**config.mk**
```make
export PLATFORM = sky130hd
export DESIGN_NAME = bf_sdf_stage_ctrl
export DESIGN_NICKNAME = d
export VERILOG_FILES = /design/src/rtl/bf_sdf_stage_ctrl.sv
export SDC_FILE = /design/constraint.sdc
export NUM_CORES = 1
export LEC_CHECK = 0
export ABC_AREA = 0
export CELL_PAD_IN_SITES_DETAIL_PLACEMENT = 0
export CELL_PAD_IN_SITES_GLOBAL_PLACEMENT = 1
export CORE_MARGIN = 10
export CORE_UTILIZATION = 36
export CTS_CLUSTER_SIZE = 40
export DETAILED_ROUTE_END_ITERATION = 7
export GPL_TIMING_DRIVEN = 0
export HOLD_SLACK_MARGIN = 0.12
export PLACE_DENSITY_LB_ADDON = 0.2
export SLEW_MARGIN = 20
export SYNTH_ARGS = -nofsm -noshare
export SYNTH_HDL_FRONTEND = slang
export SYNTH_SLANG_ARGS = --single-unit
```
**constraint.sdc**
```tcl
create_clock -name clk -period 1.7 [get_ports clk]
set_input_delay 0.255 -clock clk [delete_from_list [all_inputs] [get_ports clk]]
set_output_delay 0.255 -clock clk [all_outputs]
set_load 0.01 [all_outputs]
```
**src/rtl/bf_sdf_stage_ctrl.sv**
```systemverilog
// ---------------------------------------------------------------------------
// bf_sdf_stage_ctrl
//   Sequencing controller for one radix-2 single-delay-feedback butterfly
//   stage. From the stage input valid it generates the demux/mux steering,
//   the trivial-twiddle (-j) enable and the output qualification. Input and
//   output phases are tracked independently so consecutive frames overlap
//   without bubbles.
//
//   Ports:
//     clk, rstn    stage clock, asynchronous active-low reset
//     valid_in     input sample valid (contiguous FRAME_LEN cycles per frame)
//     in_sel       demux select for this cycle's sample (0 delay, 1 compute)
//     out_sel      output mux select (0 add result, 1 saved sub result)
//     fac_en       apply -j rotation to the current output sample
//     o_en         stage output valid
//     out_idx      index of the current output sample (0 when o_en=0)
//     busy         input phase running or output phase not idle
//     frame_done   pulse with the last output sample of a frame
//     err_gap      pulse the cycle after valid_in dropped mid-frame
//
//   Optional build macro BFC_FRAME_CNT_EN adds:
//     frame_cnt    16-bit wrapping count of frame_done pulses
//     gap_cnt      8-bit saturating count of err_gap pulses
//
//   Every output is a flop. Controls are computed the cycle before the
//   sample they steer; index 0 needs no look-ahead because the idle value
//   of every select is already 0.
// ---------------------------------------------------------------------------
module bf_sdf_stage_ctrl #(
    parameter int FRAME_LEN  = 32,
    parameter int DELAY      = 2,
    parameter int FAC_PERIOD = 4,
    parameter int FAC_PHASE  = 1,
    parameter int CNT_W      = 7
) (
    input  logic             clk,
    input  logic             rstn,
    input  logic             valid_in,
    output logic             in_sel,
    output logic             out_sel,
    output logic             fac_en,
    output logic             o_en,
    output logic [CNT_W-1:0] out_idx,
    output logic             busy,
    output logic             frame_done,
    output logic             err_gap
`ifdef BFC_FRAME_CNT_EN
    ,
    output logic [15:0]      frame_cnt,
    output logic [7:0]       gap_cnt
`endif
);

    typedef enum logic {I_IDLE, I_RUN} istate_t;
    typedef enum logic [1:0] {O_IDLE, O_RUN, O_FLUSH} ostate_t;

    localparam logic [CNT_W-1:0] LAST_IDX   = CNT_W'(FRAME_LEN - 1);
    localparam logic [CNT_W-1:0] FLUSH_IDX  = CNT_W'(FRAME_LEN - DELAY);
    localparam logic [CNT_W-1:0] LAUNCH_IDX = CNT_W'(DELAY - 1);
    localparam logic [CNT_W-1:0] DIV        = CNT_W'(DELAY);
    localparam logic [CNT_W-1:0] FAC_P      = CNT_W'(FAC_PERIOD);
    localparam logic [CNT_W-1:0] FAC_PH     = CNT_W'(FAC_PHASE);
    localparam logic [CNT_W-1:0] ONE        = CNT_W'(1);

    istate_t          istate_q, istate_d;
    ostate_t          ostate_q, ostate_d;
    logic [CNT_W-1:0] in_cnt_q, in_cnt_d;
    logic [CNT_W-1:0] out_cnt_q, out_cnt_d;
    logic             in_sel_q, in_sel_d;
    logic             out_sel_q, out_sel_d;
    logic             fac_en_q, fac_en_d;
    logic             o_en_q, o_en_d;
    logic             busy_q, busy_d;
    logic             frame_done_q, frame_done_d;
    logic             err_gap_q, err_gap_d;

    logic             accept, gap, launch, o_run;
    logic [CNT_W-1:0] k, k_nxt, j_nxt;

    always_comb begin
        istate_d     = istate_q;
        in_cnt_d     = in_cnt_q;
        in_sel_d     = 1'b0;
        ostate_d     = O_IDLE;
        out_cnt_d    = '0;
        o_en_d       = 1'b0;
        out_sel_d    = 1'b0;
        fac_en_d     = 1'b0;
        frame_done_d = 1'b0;
        err_gap_d    = 1'b0;
        busy_d       = 1'b0;
        accept       = 1'b0;
        gap          = 1'b0;
        launch       = 1'b0;
        o_run        = 1'b0;
        k            = '0;
        j_nxt        = '0;

        // k is the index of the sample present this cycle
        case (istate_q)
            I_IDLE: accept = valid_in;
            I_RUN: begin
                accept = valid_in;
                gap    = !valid_in;
                k      = in_cnt_q;
            end
            default: ;
        endcase
        k_nxt = k + ONE;

        if (accept) begin
            if (k == LAST_IDX) begin
                istate_d = I_IDLE;
                in_cnt_d = '0;
            end else begin
                istate_d = I_RUN;
                in_cnt_d = k_nxt;
                in_sel_d = ((k_nxt / DIV) & ONE) != '0;
            end
        end

        // Output sample 0 lines up with input sample DELAY, so it is
        // scheduled while input sample DELAY-1 is being accepted. A new
        // launch can only coincide with the last output of the prior frame.
        launch = accept && (k == LAUNCH_IDX);
        if (launch) begin
            o_run = 1'b1;
            j_nxt = '0;
        end else if (ostate_q != O_IDLE && out_cnt_q != LAST_IDX) begin
            o_run = 1'b1;
            j_nxt = out_cnt_q + ONE;
        end

        // A mid-frame drop kills both phases, including a previous frame
        // still flushing underneath.
        if (gap) begin
            istate_d  = I_IDLE;
            in_cnt_d  = '0;
            o_run     = 1'b0;
            err_gap_d = 1'b1;
        end

        if (o_run) begin
            ostate_d     = (j_nxt >= FLUSH_IDX) ? O_FLUSH : O_RUN;
            out_cnt_d    = j_nxt;
            o_en_d       = 1'b1;
            out_sel_d    = ((j_nxt / DIV) & ONE) != '0;
            fac_en_d     = (j_nxt % FAC_P) == FAC_PH;
            frame_done_d = (j_nxt == LAST_IDX);
        end

        busy_d = (istate_d == I_RUN) || o_run;
    end

    always_ff @(posedge clk or negedge rstn) begin
        if (!rstn) begin
            istate_q     <= I_IDLE;
            ostate_q     <= O_IDLE;
            in_cnt_q     <= '0;
            out_cnt_q    <= '0;
            in_sel_q     <= 1'b0;
            out_sel_q    <= 1'b0;
            fac_en_q     <= 1'b0;
            o_en_q       <= 1'b0;
            busy_q       <= 1'b0;
            frame_done_q <= 1'b0;
            err_gap_q    <= 1'b0;
        end else begin
            istate_q     <= istate_d;
            ostate_q     <= ostate_d;
            in_cnt_q     <= in_cnt_d;
            out_cnt_q    <= out_cnt_d;
            in_sel_q     <= in_sel_d;
            out_sel_q    <= out_sel_d;
            fac_en_q     <= fac_en_d;
            o_en_q       <= o_en_d;
            busy_q       <= busy_d;
            frame_done_q <= frame_done_d;
            err_gap_q    <= err_gap_d;
        end
    end

    assign in_sel     = in_sel_q;
    assign out_sel    = out_sel_q;
    assign fac_en     = fac_en_q;
    assign o_en       = o_en_q;
    assign out_idx    = out_cnt_q;
    assign busy       = busy_q;
    assign frame_done = frame_done_q;
    assign err_gap    = err_gap_q;

`ifdef BFC_FRAME_CNT_EN
    logic [15:0] frame_cnt_q, frame_cnt_d;
    logic [7:0]  gap_cnt_q, gap_cnt_d;

    always_comb begin
        frame_cnt_d = frame_cnt_q + {15'd0, frame_done_q};
        gap_cnt_d   = gap_cnt_q;
        if (err_gap_q && gap_cnt_q != 8'hFF) begin
            gap_cnt_d = gap_cnt_q + 8'd1;
        end
    end

    always_ff @(posedge clk or negedge rstn) begin
        if (!rstn) begin
            frame_cnt_q <= '0;
            gap_cnt_q   <= '0;
        end else begin
            frame_cnt_q <= frame_cnt_d;
            gap_cnt_q   <= gap_cnt_d;
        end
    end

    assign frame_cnt = frame_cnt_q;
    assign gap_cnt   = gap_cnt_q;
`endif

endmodule

```
### Word level (Yosys, flattened, before mapping)

Cells that the tools add are included.
Widths: inputs -> output; s select.

| storage, ports and cells | value |
|---|---|
| bits in registers | 24 |
| bits in latches | 0 |
| memory bits (writable) | 0 |
| bits in read-only memories | 0 |
| bits of input ports | 3 |
| output and inout bits | 14 |
| word-level logic and storage cells | 48 |
| memories kept | 0 |

| cells by class | value |
|---|---|
| $add $sub $neg | 2 |
| multiply operators | 0 |
| div/mod/pow operators | 0 |
| magnitude comparators | 1 |
| eq/ne operators | 5 |
| shifts and indexed selects | 0 |
| mux-type cells | 23 |
| bitwise logic cells | 0 |
| reduce and logical (&&, ||, !) cells | 6 |

Operators by type and width:

| cell | count |
|---|---|
| $mux 7 | 7 |
| $add 7x1->7 const B | 2 |
| $eq 7x5->1 const B | 2 |
| $mux 1 | 14 |
| $eq 7x1->1 const B | 1 |
| $ge 7x5->1 const B | 1 |
| $ne 7x5->1 const B | 1 |
| $mux 2 | 2 |
| $reduce_bool 2->1 | 2 |
| $eq 2x1->1 const B | 1 |
| $logic_and 1x1->1 | 2 |
| $logic_not 1->1 | 1 |
| $logic_or 1x1->1 | 1 |

### Depth between registers and ports, before layout

Gate-level depths: netlist of the first run.

| logic depth | value |
|---|---|
| depth after elaboration | 7 |
| gate-level depth with buffers | 8 |
| mapped depth without buffers | 7 |

### Worst setup path before layout of the first run

Ideal clock, no wire load.

| path | value |
|---|---|
| kind | register to register |
| start | register istate_q |
| end | register in_cnt_q[3] |
| library setup time | 0.101 ns |
| data arrival time | 1.618 ns |
| data required time | 1.599 ns |
| slack | -0.018 ns |
| cell stages (with the launch flop) | 7 |
| buffers on the path | 1 |
| clock period less this slack | 1.718 ns |
| path through | dfrtp_1 buf_2 and2_1 ha_1 and3_1 a41o_1 o32ai_1 |

| between the ends | value |
|---|---|
| longest elaborated chain between the ends | 5 |

Ends and longest elaborated chain:

| item | RTL line | source |
|---|---|---|
| start, declared | 65 | `istate_t istate_q, istate_d;` |
| start signal, assigned | 169 | `istate_q <= istate_d;` |
| $mux 7 | 100 | `case (istate_q)` |
| $add 7x1->7 / $eq 7x5->1 (equally long branches) | 109, 112 |  |
| $mux 7 | 112 | `if (k == LAST_IDX) begin` |
| $mux 7 | 111 | `if (accept) begin` |
| $mux 7 | 136 | `if (gap) begin` |
| end signal, assigned | 171 | `in_cnt_q <= in_cnt_d;` |
| end, declared | 67 | `logic [CNT_W-1:0] in_cnt_q, in_cnt_d;` |

Parallel ways exist; a longest one is shown, timed or not. The select of a mux whose other input is x is not followed.
A chain may end at the register's enable or synchronous reset.

### Final worst setup path of the first run

| path | value |
|---|---|
| start | register istate_q |
| end | register in_cnt_q[5] |

The elaborated chain is that of the path after synthesis.

==> insert_results.sql, run 1 <==
INSERT INTO impl_metrics (metric_group, metric, value, unit) VALUES
('outcome', 'status', 'finished, final reports clean', ''),
('sta', 'worstMarginPinSlew', '0.518', 'ns'),
('route', 'first_iter_violations', '81', ''),
('critical_path', 'critPathMaxFanout', '4', ''),
('synth', 'postSynth.topFlopCell', 'sky130_fd_sc_hd__dfrtp_1', ''),
('floorplan', 'core-area', '3050', 'sq um'),
('synth', 'number_of_enable_flip_flop_cells_after_synthesis', '0', ''),
('clock_tree', 'max-clock-path-buffers', '2', ''),
('synth', 'seq_area_frac_synth', '0.503', ''),
('global_routing', 'grt_antenna_before_repair', '0', ''),
('route', 'drt_first_pass_iters', '4', ''),
('synth', 'asyncSetResetFlopFracSynth', '1.00', ''),
('floorplan', 'die_boundary_height', '76.4', 'um'),
('run', 'max_cap_violations', '0', ''),
('power', 'power-per-cell-area', '705', 'nW/um^2'),
('global_routing', 'grt_max_degree', '24', ''),
('critical_path', 'worst-r2r-cell-count', '6', ''),
('critical_path', 'worst_r2r_endpoint', 'in_cnt_q[5]$_DFFE_PN0P_', ''),
('route', 'vias_after_detailed_routing', '903', ''),
('critical_path', 'r2r_setup_slack', '0.06', 'ns'),
('power', 'p_leak', '0.698', 'nW'),
('synth', 'ys_types', '35', ''),
('clock_tree', 'h-tree-depth', '1', ''),
('power', 'vdd_ir_drop_max', '0.345', 'mV'),
('critical_path', 'worstReg2RegStart', 'istate_q$_DFF_PN0_', ''),
('sta', 'finalMaxSlewViolations', '0', ''),
('placement', 'finalWeightedCongestion', '0.740', ''),
('synth', 'adder_and_majority_gate_portion_of_the_synthesized_area', '0.0328', ''),
('cells_and_area', 'finish.net_count', '149', ''),
('floorplan', 'chipWidth', '76.4', 'um'),
('clock_tree', 'clockRootBuffer', 'sky130_fd_sc_hd__clkbuf_4', ''),
('sta', 'count_of_final_setup_violators', '0', ''),
('route', 'remaining_drc_errors', '0', ''),
('synth', 'synth-xor-area-share', '0.0766', ''),
('synth', 'ys.warnings.count', '0', ''),
('clock_tree', 'cts-buffers-inserted', '3', ''),
('clock_tree', 'path_clk_slew', '0.13', 'ns'),
('placement', 'detailed_place.area', '1350', 'sq um'),
('synth', 'cells_after_synth', '114', ''),
('floorplan', 'row_count', '20', ''),
('critical_path', 'critical_path.startpoint', 'istate_q$_DFF_PN0_', ''),
('route', 'drt.antenna.violating_nets', '0', ''),
('synth', 'synth.area.mux_share', '0', ''),
('critical_path', 'critPathCapture', 'in_cnt_q[5]$_DFFE_PN0P_', ''),
('cells_and_area', 'utilization', '0.490', ''),
('synth', 'post_synth.cell_area_avg', '10.0', 'sq um'),
('global_routing', 'grt_pass1_wl', '4190', 'um'),
('floorplan', 'design.portCount', '17', ''),
('critical_path', 'timing_worst_setup_path_type', 'reg2reg', ''),
('critical_path', 'cp-end-kind', 'register', ''),
('clock_tree', 'clkSinkCount', '23', ''),
('synth', 'synth_compound_area_frac', '0.103', ''),
('cells_and_area', 'commonest_cells_after_routing_fill_and_taps_aside', 'sky130_fd_sc_hd__dfrtp_1 (19), sky130_fd_sc_hd__nand2_1 (13), sky130_fd_sc_hd__buf_4 (12)', ''),
('synth', 'synth.ff_latch_count', '23', ''),
('cells_and_area', 'mostFrequentLayoutCell', 'sky130_fd_sc_hd__dfrtp_1', ''),
('synth', 'syn-cell-area', '1140', 'sq um'),
('sta', 'fin_setup_tns', '0', 'ns'),
('floorplan', 'starting_utilization_of_the_core_area', '0.375', ''),
('clock_tree', 'insertion_delay', '0.31', 'ns'),
('sta', 'clock_skew', '0.00179', 'ns'),
('cells_and_area', 'count_of_antenna_diodes_in_the_layout', '0', ''),
('route', 'wl_per_cell', '13.7', 'um'),
('sta', 'period_share', '0.962', ''),
('global_routing', 'first_global_vias', '844', ''),
('synth', 'synthSimpleGateAreaFrac', '0.230', ''),
('sta', 'achievable-frequency', '0.612', 'GHz'),
('cells_and_area', 'post_route_cells_drive_above_1_share', '0.239', ''),
('clock_tree', 'cts_tree', 'built', ''),
('critical_path', 'worst-endpoint-arrival', '1.86', 'ns'),
('sta', 'worst_rel_slew_slack', '0.655', ''),
('placement', 'port_buffers', '15', '');
==> power breakdown <==
group,internal (W),switching [W]
logic,0.000101,0.000100
clock network,0.0000880,0.000171
registers,0.000578,0.0000158
==> what timing repair did <==
| item | in CTS | in global routing |
|---|---|---|
| endpoints found under the setup margin | 16 | 10 |
| setup buffers | 7 | 2 |
| pin swaps | 2 | 0 |
| hold buffers | 0 | 1 |
| hold endpoints to repair | 0 | 23 |
| resized for setup | 8 | 8 |
==> cells in the mapped netlist (2+ instances only) <==
master                    instances  area (sq um)
sky130_fd_sc_hd__dfrtp_1         23           576
sky130_fd_sc_hd__nor2b_1          2          12.5
sky130_fd_sc_hd__inv_1            6          22.5
sky130_fd_sc_hd__buf_2            2          10.0
sky130_fd_sc_hd__xor2_1           7          61.3
sky130_fd_sc_hd__nand3_1          5          25.0
sky130_fd_sc_hd__ha_1             3          37.5
sky130_fd_sc_hd__o21ai_0          6          30.0
sky130_fd_sc_hd__buf_4            2          15.0
sky130_fd_sc_hd__and2_1           2          12.5
sky130_fd_sc_hd__a21oi_1          2          10.0
sky130_fd_sc_hd__nand2_1         13          48.8
sky130_fd_sc_hd__xnor2_1          3          26.3
sky130_fd_sc_hd__nand4_1          4          25.0
sky130_fd_sc_hd__and4_1           3          26.3
sky130_fd_sc_hd__nor2_1          11          41.3
sky130_fd_sc_hd__o32ai_1          2          17.5
==> kinds of logic after synthesis <==
family	count (synthesis)
flip-flops	23
buffers and inverters	12
XOR/XNOR	10
AO/OA/AOI/OAI	17
AND/OR/NAND/NOR	49
adder cells (fa/ha/maj)	3
==> layout make-up <==
cell class                 instances  area [sq um]
tap                               44          55.1
timing repair buffer              25           225
sequential                        23           581
buffer                             5          41.3
inverter                           6          22.5
clock buffer                       3          22.5
fill                             306          1560
multi-input combinational         79           543
clock inverter                     1          5.00
==> sequential cells by signal, summed over array words and instances (netlist names) <==
register    count
frame_done      1
ostate_q        2
out_idx         6
o_en            1
in_cnt_q        7
fac_en          1
istate_q        1
busy            1
out_sel         1
err_gap         1
in_sel          1
==> worst max-delay path, stage by stage (launching register included) <==
cell	delay, ns
sky130_fd_sc_hd__dfrtp_1	0.42
sky130_fd_sc_hd__buf_6	0.13
sky130_fd_sc_hd__and2_4	0.14
sky130_fd_sc_hd__ha_2	0.19
sky130_fd_sc_hd__and3_4	0.20
sky130_fd_sc_hd__a41o_4	0.23
sky130_fd_sc_hd__o32ai_2	0.24
==> stage by stage <==
stage	std cells	hold WS (ns)	setup WS (ns)	power, W
finish	186	0.194	0.0650	0.00105
global route	186	0.162	-0.0180	0.00112
floorplan	114	-0.0406	0.00843	0.000692
global placement	173	0.511	-0.156	0.000770
detailed placement	173	0.515	-0.162	0.000773
CTS	184	0.184	0.000629	0.00106
==> worst min-delay path by stage <==
stage	endpoint	depth (start not counted)	from
final	in_cnt_q[3]$_DFFE_PN0P_	2	valid_in
after global routing	in_cnt_q[3]$_DFFE_PN0P_	2	valid_in
after CTS	in_cnt_q[5]$_DFFE_PN0P_	2	valid_in
after detailed placement	err_gap$_DFF_PN0_	2	istate_q$_DFF_PN0_
after global placement	err_gap$_DFF_PN0_	2	istate_q$_DFF_PN0_
after floorplan	busy$_DFF_PN0_	0	rstn
==> routing by layer <==
layer	vias to the layer above	share of wire	track usage
li1	457	-	-
met2	13	0.45	0.125
met1	429	0.51	0.115
met4	0	0.011	0.0335
met5	-	0	0
met3	4	0.031	0.0224
(Power assumes the default switching activity.)
==> run 2: changes to the inputs <==
==> constraint.sdc (replaced) <==
create_clock -name clk -period 1.45 [get_ports clk]
set_input_delay 0.2175 -clock clk [delete_from_list [all_inputs] [get_ports clk]]
set_output_delay 0.2175 -clock clk [all_outputs]
set_load 0.1 [all_outputs]
==> run 2 against run 1 <==
  * Power is 40% higher
  * Wire length grew 5.5%
  * Critical path type unchanged
  * The flow now finishes with violations (setup timing)
  * Via count is 6.9% higher
  * Final area increased by 11%
  * Largest cell class is now multi-input combinational cells
  * Sequential share of layout area decreased by 3.2 points
==> insert_results.sql, run 2 (synthesis gave the netlist of run 1 again) <==
INSERT INTO impl_metrics (metric_group, metric, value, unit) VALUES
('route', 'routed_via_density', '4.85', ''),
('outcome', 'violations', 'setup timing', ''),
('cells_and_area', 'finish.net_count', '162', ''),
('critical_path', 'worstSetupStartpointType', 'register', ''),
('cells_and_area', 'design_area', '1660', 'sq um'),
('power', 'vdd_ir_drop_max', '0.434', 'mV'),
('cells_and_area', 'largest_register_ffs', '7', ''),
('sta', 'worst_rel_slew_slack', '0.652', ''),
('sta', 'finalCriticalPeriod', '1.62', 'ns'),
('cells_and_area', 'mostFrequentLayoutCell', 'sky130_fd_sc_hd__buf_4', ''),
('global_routing', 'grt_max_degree', '24', ''),
('cells_and_area', 'post_route_cells_drive_above_1_share', '0.503', ''),
('sta', 'worstMarginPinSlew', '0.522', 'ns'),
('route', 'first_iter_violations', '36', ''),
('placement', 'port_buffers', '15', ''),
('clock_tree', 'clockRootBuffer', 'sky130_fd_sc_hd__clkbuf_4', ''),
('critical_path', 'slowest_stage', 'sky130_fd_sc_hd__or4_4', ''),
('critical_path', 'timing.critical_path.buf_inv', '1', ''),
('floorplan', 'core-area', '3050', 'sq um'),
('global_routing', 'grt_pass1_wl', '4750', 'um'),
('placement', 'hpwlAfterDp', '1670', 'um'),
('placement', 'finalWeightedCongestion', '0.772', ''),
('placement', 'detailed_place.area', '1420', 'sq um'),
('cells_and_area', 'count_of_antenna_diodes_in_the_layout', '0', ''),
('floorplan', 'die_boundary_height', '76.4', 'um'),
('clock_tree', 'h-tree-depth', '1', ''),
('hold_path', 'hold_path.class', 'in2reg', ''),
('sta', 'final-hold-violation-count', '0', ''),
('floorplan', 'die-area', '5830', 'sq um'),
('route', 'vias_after_detailed_routing', '965', ''),
('global_routing', 'first_global_vias', '969', ''),
('critical_path', 'cp_slowest_stage_delay', '0.55', 'ns'),
('global_routing', 'globalRouteOverflowTotal', '0', ''),
('critical_path', 'critPathMaxFanout', '5', ''),
('sta', 'grt_setup_unrepaired', 'true', ''),
('critical_path', 'critPathRequiredTime', '1.66', 'ns'),
('critical_path', 'cp-end-kind', 'register', ''),
('floorplan', 'row_count', '20', ''),
('cells_and_area', 'top_register', 'in_cnt_q', ''),
('floorplan', 'design.portCount', '17', ''),
('sta', 'fin_setup_tns', '-1.90', 'ns'),
('critical_path', 'timing_worst_setup_path_type', 'reg2reg', ''),
('outcome', 'status', 'finished with violations', ''),
('sta', 'count_of_final_setup_violators', '16', ''),
('clock_tree', 'cts-buffers-inserted', '3', ''),
('route', 'drt_first_pass_iters', '4', ''),
('floorplan', 'chipWidth', '76.4', 'um'),
('route', 'remaining_drc_errors', '0', ''),
('critical_path', 'critical_path.top_delay_family', 'simple AND/OR/NAND/NOR gates', ''),
('clock_tree', 'cts_tree', 'built', ''),
('global_routing', 'grt_antenna_before_repair', '0', ''),
('clock_tree', 'path_clk_slew', '0.14', 'ns'),
('clock_tree', 'insertion_delay', '0.32', 'ns'),
('route', 'drt.antenna.violating_nets', '0', ''),
('power', 'fin_total_pwr', '0.00147', 'W'),
('clock_tree', 'clkSinkCount', '23', ''),
('critical_path', 'worst-endpoint-arrival', '1.83', 'ns'),
('run', 'max_cap_violations', '0', ''),
('sta', 'achievable-frequency', '0.618', 'GHz'),
('critical_path', 'path_cells', 'or4_4 -> o21ai_4 -> a31o_1 -> buf_6 -> nor4b_2', ''),
('sta', 'clock_skew', '0.0103', 'ns'),
('floorplan', 'starting_utilization_of_the_core_area', '0.375', ''),
('sta', 'finalMaxSlewViolations', '0', ''),
('route', 'routed_wl', '2690', 'um'),
('route', 'wl_per_cell', '13.5', 'um'),
('power', 'p_leak', '0.760', 'nW'),
('sta', 'period_share', '1.12', ''),
('cells_and_area', 'area_delta_synth_final', '45.4', '%'),
('clock_tree', 'max-clock-path-buffers', '2', ''),
('sta', 'setup_slack', '-0.168', 'ns'),
('cells_and_area', 'commonest_cells_after_routing_fill_and_taps_aside', 'sky130_fd_sc_hd__buf_4 (20), sky130_fd_sc_hd__dfrtp_1 (16), sky130_fd_sc_hd__nand2_1 (12)', ''),
('power', 'power-per-cell-area', '885', 'nW/um^2'),
('placement', 'post_place_setup_slack', '-0.445', 'ns'),
('global_routing', 'grt_util_all_layers', '0.0968', '');
run 2: changes by cell type in the layout (fill, tap and decap cells not counted), moves of 4 or more:
cell                              previous run  this run
sky130_fd_sc_hd__clkdlybuf4s50_1            11         0
sky130_fd_sc_hd__o21ai_1                     0         4
sky130_fd_sc_hd__buf_4                      12        20
sky130_fd_sc_hd__nor2_1                     11         5
sky130_fd_sc_hd__buf_6                       2        10
sky130_fd_sc_hd__buf_2                       1         8
sky130_fd_sc_hd__o21ai_0                     6         2
sky130_fd_sc_hd__nor2_2                      0         6
run 2: worst paths after layout:
path / slack [ns] / depth (start not counted) / endpoint / from
min in group asynchronous: 0.39 / 2 / ostate_q[0]$_DFF_PN0_ / rstn
max reg2reg: -0.17 / 5 / frame_done$_DFF_PN0_ / in_cnt_q[5]$_DFFE_PN0P_
max in group asynchronous: 0.66 / 2 / out_idx[0]$_DFF_PN0_ / rstn
min: 0.14 / 2 / in_cnt_q[5]$_DFFE_PN0P_ / valid_in
min reg2reg: 0.58 / 2 / in_cnt_q[6]$_DFFE_PN0P_ / in_cnt_q[6]$_DFFE_PN0P_
max: -0.17 / 5 / frame_done$_DFF_PN0_ / in_cnt_q[5]$_DFFE_PN0P_
run 2: worst reg2reg max path: stages, from the launching register on:
cell,delay [ns]
sky130_fd_sc_hd__dfrtp_1,0.42
sky130_fd_sc_hd__or4_4,0.55
sky130_fd_sc_hd__o21ai_4,0.14
sky130_fd_sc_hd__a31o_1,0.21
sky130_fd_sc_hd__buf_6,0.15
sky130_fd_sc_hd__nor4b_2,0.05
run 2: layout make-up:
cell class | count | area (sq um)
clock inverter | 1 | 5.00
tap | 44 | 55.1
fill | 288 | 1390
sequential | 23 | 592
clock buffer | 3 | 22.5
inverter | 6 | 22.5
multi-input combinational | 79 | 618
timing repair buffer | 38 | 303
buffer | 5 | 45.0
run 2: what timing repair did:
| action | CTS | global route |
|---|---|---|
| pin swaps | 11 | 12 |
| resized for setup | 80 | 23 |
| endpoints found under the setup margin | 32 | 27 |
| setup buffers | 15 | 6 |
| endpoints found under the hold margin | 0 | 23 |
| hold buffers | 0 | 1 |
| cloned | 1 | 0 |
run 2: power by group:
part	switching, W	total, W	internal (W)
sequential	0.0000238	0.000704	0.000680
combinational	0.000311	0.000453	0.000142
clock	0.000211	0.000314	0.000103
total	0.000546	0.00147	0.000925
run 2: routing by layer:
metal  global-route usage  wire [um]  vias to the layer above
met4               0.0390         19                        0
met3               0.0224         89                        2
met5                    0          0                        -
li1                     -          -                      476
met2                0.152       1260                       13
met1                0.124       1320                      474
run 2: metrics by stage:
stage | hold slack, ns | utilization | instances
CTS | 0.145 | 0.520 | 192
global route | 0.138 | 0.545 | 199
detailed placement | 0.499 | 0.464 | 173
floorplan | -0.0781 | - | 114
global placement | 0.496 | 0.464 | 173
finish | 0.144 | 0.545 | 199
==> run 3: changes to the inputs <==
--- a/config.mk
+++ b/config.mk
@@ -15,6 +15,7 @@
 export GPL_TIMING_DRIVEN = 0
 export HOLD_SLACK_MARGIN = 0.12
 export PLACE_DENSITY_LB_ADDON = 0.2
+export SETUP_SLACK_MARGIN = 0.3
 export SLEW_MARGIN = 20
 export SYNTH_ARGS = -nofsm -noshare
 export SYNTH_HDL_FRONTEND = slang
==> run 3 against run 2 <==
  * The run still ends with setup timing left
  * Fmax decreased by 3.4%
  * Clock skew fell by 0.0050 ns
  * Count of clock-buffer cells in the layout unchanged
  * First-iteration DRC count is 17% higher
  * Sequential share of layout area is 4.9 points lower
  * Register-to-register slack got worse by 0.06 ns
  * Setup slack got worse by 0.057 ns
  * Core utilization increased by 8.6 points
  * Largest power group unchanged
==> insert_results.sql, run 3 (synthesis gave the netlist of run 1 again) <==
INSERT INTO impl_metrics (metric_group, metric, value, unit) VALUES
('outcome', 'status', 'finished with violations', ''),
('outcome', 'violations', 'setup timing', ''),
('cells_and_area', 'finish.net_count', '169', ''),
('global_routing', 'globalRouteOverflowTotal', '0', ''),
('cells_and_area', 'area_delta_synth_final', '68.4', '%'),
('run', 'max_cap_violations', '0', ''),
('clock_tree', 'cts_tree', 'built', ''),
('clock_tree', 'insertion_delay', '0.32', 'ns'),
('cells_and_area', 'commonest_cells_after_routing_fill_and_taps_aside', 'sky130_fd_sc_hd__buf_4 (22), sky130_fd_sc_hd__dfrtp_1 (16), sky130_fd_sc_hd__buf_12 (13)', ''),
('critical_path', 'cp-end-kind', 'register', ''),
('cells_and_area', 'multi_input_gate_area_in_the_final_layout', '642', 'sq um'),
('power', 'p_sw_frac', '0.358', ''),
('sta', 'worstMarginPinSlew', '0.528', 'ns'),
('critical_path', 'critPathMaxFanout', '5', ''),
('floorplan', 'die_boundary_height', '76.4', 'um'),
('floorplan', 'die-area', '5830', 'sq um'),
('placement', 'post_place_setup_slack', '-0.451', 'ns'),
('sta', 'finalCriticalPeriod', '1.67', 'ns'),
('route', 'drt.antenna.violating_nets', '0', ''),
('cells_and_area', 'post_route_cells_drive_above_1_share', '0.543', ''),
('floorplan', 'starting_utilization_of_the_core_area', '0.375', ''),
('cells_and_area', 'fill_cell_total_of_the_finished_layout', '261', ''),
('sta', 'fin_setup_tns', '-2.53', 'ns'),
('route', 'wl_per_cell', '14.0', 'um'),
('sta', 'period_share', '1.15', ''),
('clock_tree', 'max-clock-path-buffers', '2', ''),
('power', 'cell_internal_pwr', '0.00102', 'W'),
('placement', 'port_buffers', '15', ''),
('sta', 'final-hold-violation-count', '0', ''),
('sta', 'achievable-frequency', '0.597', 'GHz'),
('power', 'vdd_ir_drop_max', '0.458', 'mV'),
('clock_tree', 'path_clk_slew', '0.14', 'ns'),
('route', 'routed_via_density', '4.92', ''),
('clock_tree', 'clockRootBuffer', 'sky130_fd_sc_hd__clkbuf_4', ''),
('route', 'remaining_drc_errors', '0', ''),
('floorplan', 'chipWidth', '76.4', 'um'),
('global_routing', 'grt_pass1_wl', '4890', 'um'),
('critical_path', 'worstSetupStartpointType', 'register', ''),
('critical_path', 'worst-endpoint-arrival', '1.91', 'ns'),
('critical_path', 'worst_r2r_endpoint', 'frame_done$_DFF_PN0_', ''),
('floorplan', 'design.portCount', '17', ''),
('cells_and_area', 'finish.cell_count_without_fillers', '206', ''),
('power', 'pwr-share-comb', '0.353', ''),
('critical_path', 'timing_worst_setup_path_type', 'reg2reg', ''),
('cells_and_area', 'top_register', 'in_cnt_q', ''),
('cells_and_area', 'mostFrequentLayoutCell', 'sky130_fd_sc_hd__buf_4', ''),
('power', 'total_switching_power', '0.000568', 'W'),
('critical_path', 'worstReg2RegStart', 'out_idx[0]$_DFF_PN0_', ''),
('cells_and_area', 'sequential_cell_area', '592', 'sq um'),
('critical_path', 'worst-r2r-cell-count', '7', ''),
('clock_tree', 'clkSinkCount', '23', ''),
('power', 'power.share.clock', '0.197', ''),
('cells_and_area', 'largest_register_ffs', '7', ''),
('placement', 'finalWeightedCongestion', '0.798', ''),
('floorplan', 'core-area', '3050', 'sq um'),
('floorplan', 'row_count', '20', ''),
('hold_path', 'min_to', 'in_cnt_q[3]$_DFFE_PN0P_', ''),
('sta', 'clock_skew', '0.00526', 'ns'),
('sta', 'count_of_final_setup_violators', '18', ''),
('route', 'vias_after_detailed_routing', '1013', ''),
('sta', 'setup_slack', '-0.224', 'ns'),
('hold_path', 'holdCritStartpoint', 'valid_in', ''),
('cells_and_area', 'count_of_antenna_diodes_in_the_layout', '0', ''),
('hold_path', 'hold-path-cell-count', '2', ''),
('route', 'routed_wl', '2880', 'um'),
('sta', 'grt_setup_unrepaired', 'true', ''),
('global_routing', 'grt_util_all_layers', '0.101', ''),
('sta', 'finalMaxSlewViolations', '0', ''),
('critical_path', 'critPathRequiredTime', '1.69', 'ns'),
('placement', 'hpwlAfterDp', '1720', 'um'),
('global_routing', 'grt_max_degree', '24', ''),
('hold_path', 'hold_path.class', 'in2reg', ''),
('clock_tree', 'h-tree-depth', '1', ''),
('power', 'fin_total_pwr', '0.00159', 'W'),
('route', 'drt_first_pass_iters', '4', ''),
('power', 'power-per-cell-area', '824', 'nW/um^2'),
('sta', 'worst_rel_slew_slack', '0.648', ''),
('power', 'seq_power_share', '0.450', ''),
('power', 'p_leak', '0.847', 'nW'),
('clock_tree', 'cts-buffers-inserted', '3', ''),
('placement', 'placed_cells', '173', ''),
('global_routing', 'grt_antenna_before_repair', '0', ''),
('route', 'first_iter_violations', '42', ''),
('critical_path', 'r2r_setup_slack', '-0.22', 'ns'),
('global_routing', 'first_global_vias', '971', '');
==> run 3: cell count changes in the layout (fill, tap and decap cells not counted), sizes merged <==
cell / previous run / this run
buf: 38 / 48
clkbuf: 5 / 4
clkdlybuf4s18: 2 / 0
==> run 3: final cells by class <==
| class | count | area share |
|---|---|---|
| timing repair buffer | 44 | 0.274 |
| multi-input combinational | 79 | 0.333 |
| sequential | 23 | 0.307 |
| clock buffer | 3 | 0.0117 |
| tap | 44 | 0.0286 |
| inverter | 6 | 0.0117 |
| buffer | 6 | 0.0312 |
| clock inverter | 1 | 0.00260 |
==> run 3: metal layers <==
metal	global-route usage	wire length (um)	vias up	share of wire
li1	-	-	494	-
met2	0.162	1480	21	0.51
met1	0.126	1220	496	0.43
met5	0	0	-	0
met4	0.0335	21	0	0.0073
met3	0.0271	149	2	0.052
==> run 3: worst max-delay path, cell delays in order (launching register included) <==
cell and delay (ns):
sky130_fd_sc_hd__dfrtp_4 0.53, sky130_fd_sc_hd__ha_4 0.17, sky130_fd_sc_hd__buf_6 0.11, sky130_fd_sc_hd__nand4_1 0.13, sky130_fd_sc_hd__o221ai_2 0.13, sky130_fd_sc_hd__a31o_1 0.22
sky130_fd_sc_hd__buf_6 0.13, sky130_fd_sc_hd__nor4b_2 0.19
==> run 3: timing repair <==
action	in CTS	in global routing
resized for setup	131	25
pin swaps	7	10
endpoints found under the setup margin	58	36
endpoints found under the hold margin	0	23
hold buffers	0	1
gates cloned	1	0
setup buffers	21	6
==> run 3: power groups by stage <==
stage               clock network (W)  registers, W  logic, W
finish                       0.000312      0.000714  0.000560
global route                 0.000349      0.000718  0.000593
CTS                          0.000324      0.000708  0.000502
detailed placement                  0      0.000726  0.000385
global placement                    0      0.000724  0.000381
floorplan                           0      0.000887  0.000122
==> run 3: how the worst max path moves through the flow <==
stage                            startpoint              endpoint  slack [ns]  cells past startpoint
floorplan              out_idx[0]$_DFF_PN0_  frame_done$_DFF_PN0_       -0.35                      7
global placement          out_sel$_DFF_PN0_            out_idx[1]       -0.44                      2
detailed placement        out_sel$_DFF_PN0_            out_idx[1]       -0.45                      2
CTS                       out_sel$_DFF_PN0_  frame_done$_DFF_PN0_       -0.22                      7
global route        in_cnt_q[5]$_DFFE_PN0P_  out_idx[2]$_DFF_PN0_       -0.30                      6
finish                 out_idx[0]$_DFF_PN0_  frame_done$_DFF_PN0_       -0.22                      7
==> run 3: stage by stage <==
| stage | utilization | hold WS, ns | cell area (sq um) |
|---|---|---|---|
| detailed placement | 0.469 | 0.501 | 1430 |
| floorplan | - | -0.0781 | 1230 |
| global placement | 0.469 | 0.492 | 1430 |
| CTS | 0.582 | 0.154 | 1780 |
| global route | 0.631 | 0.156 | 1930 |
| finish | 0.631 | 0.168 | 1930 |
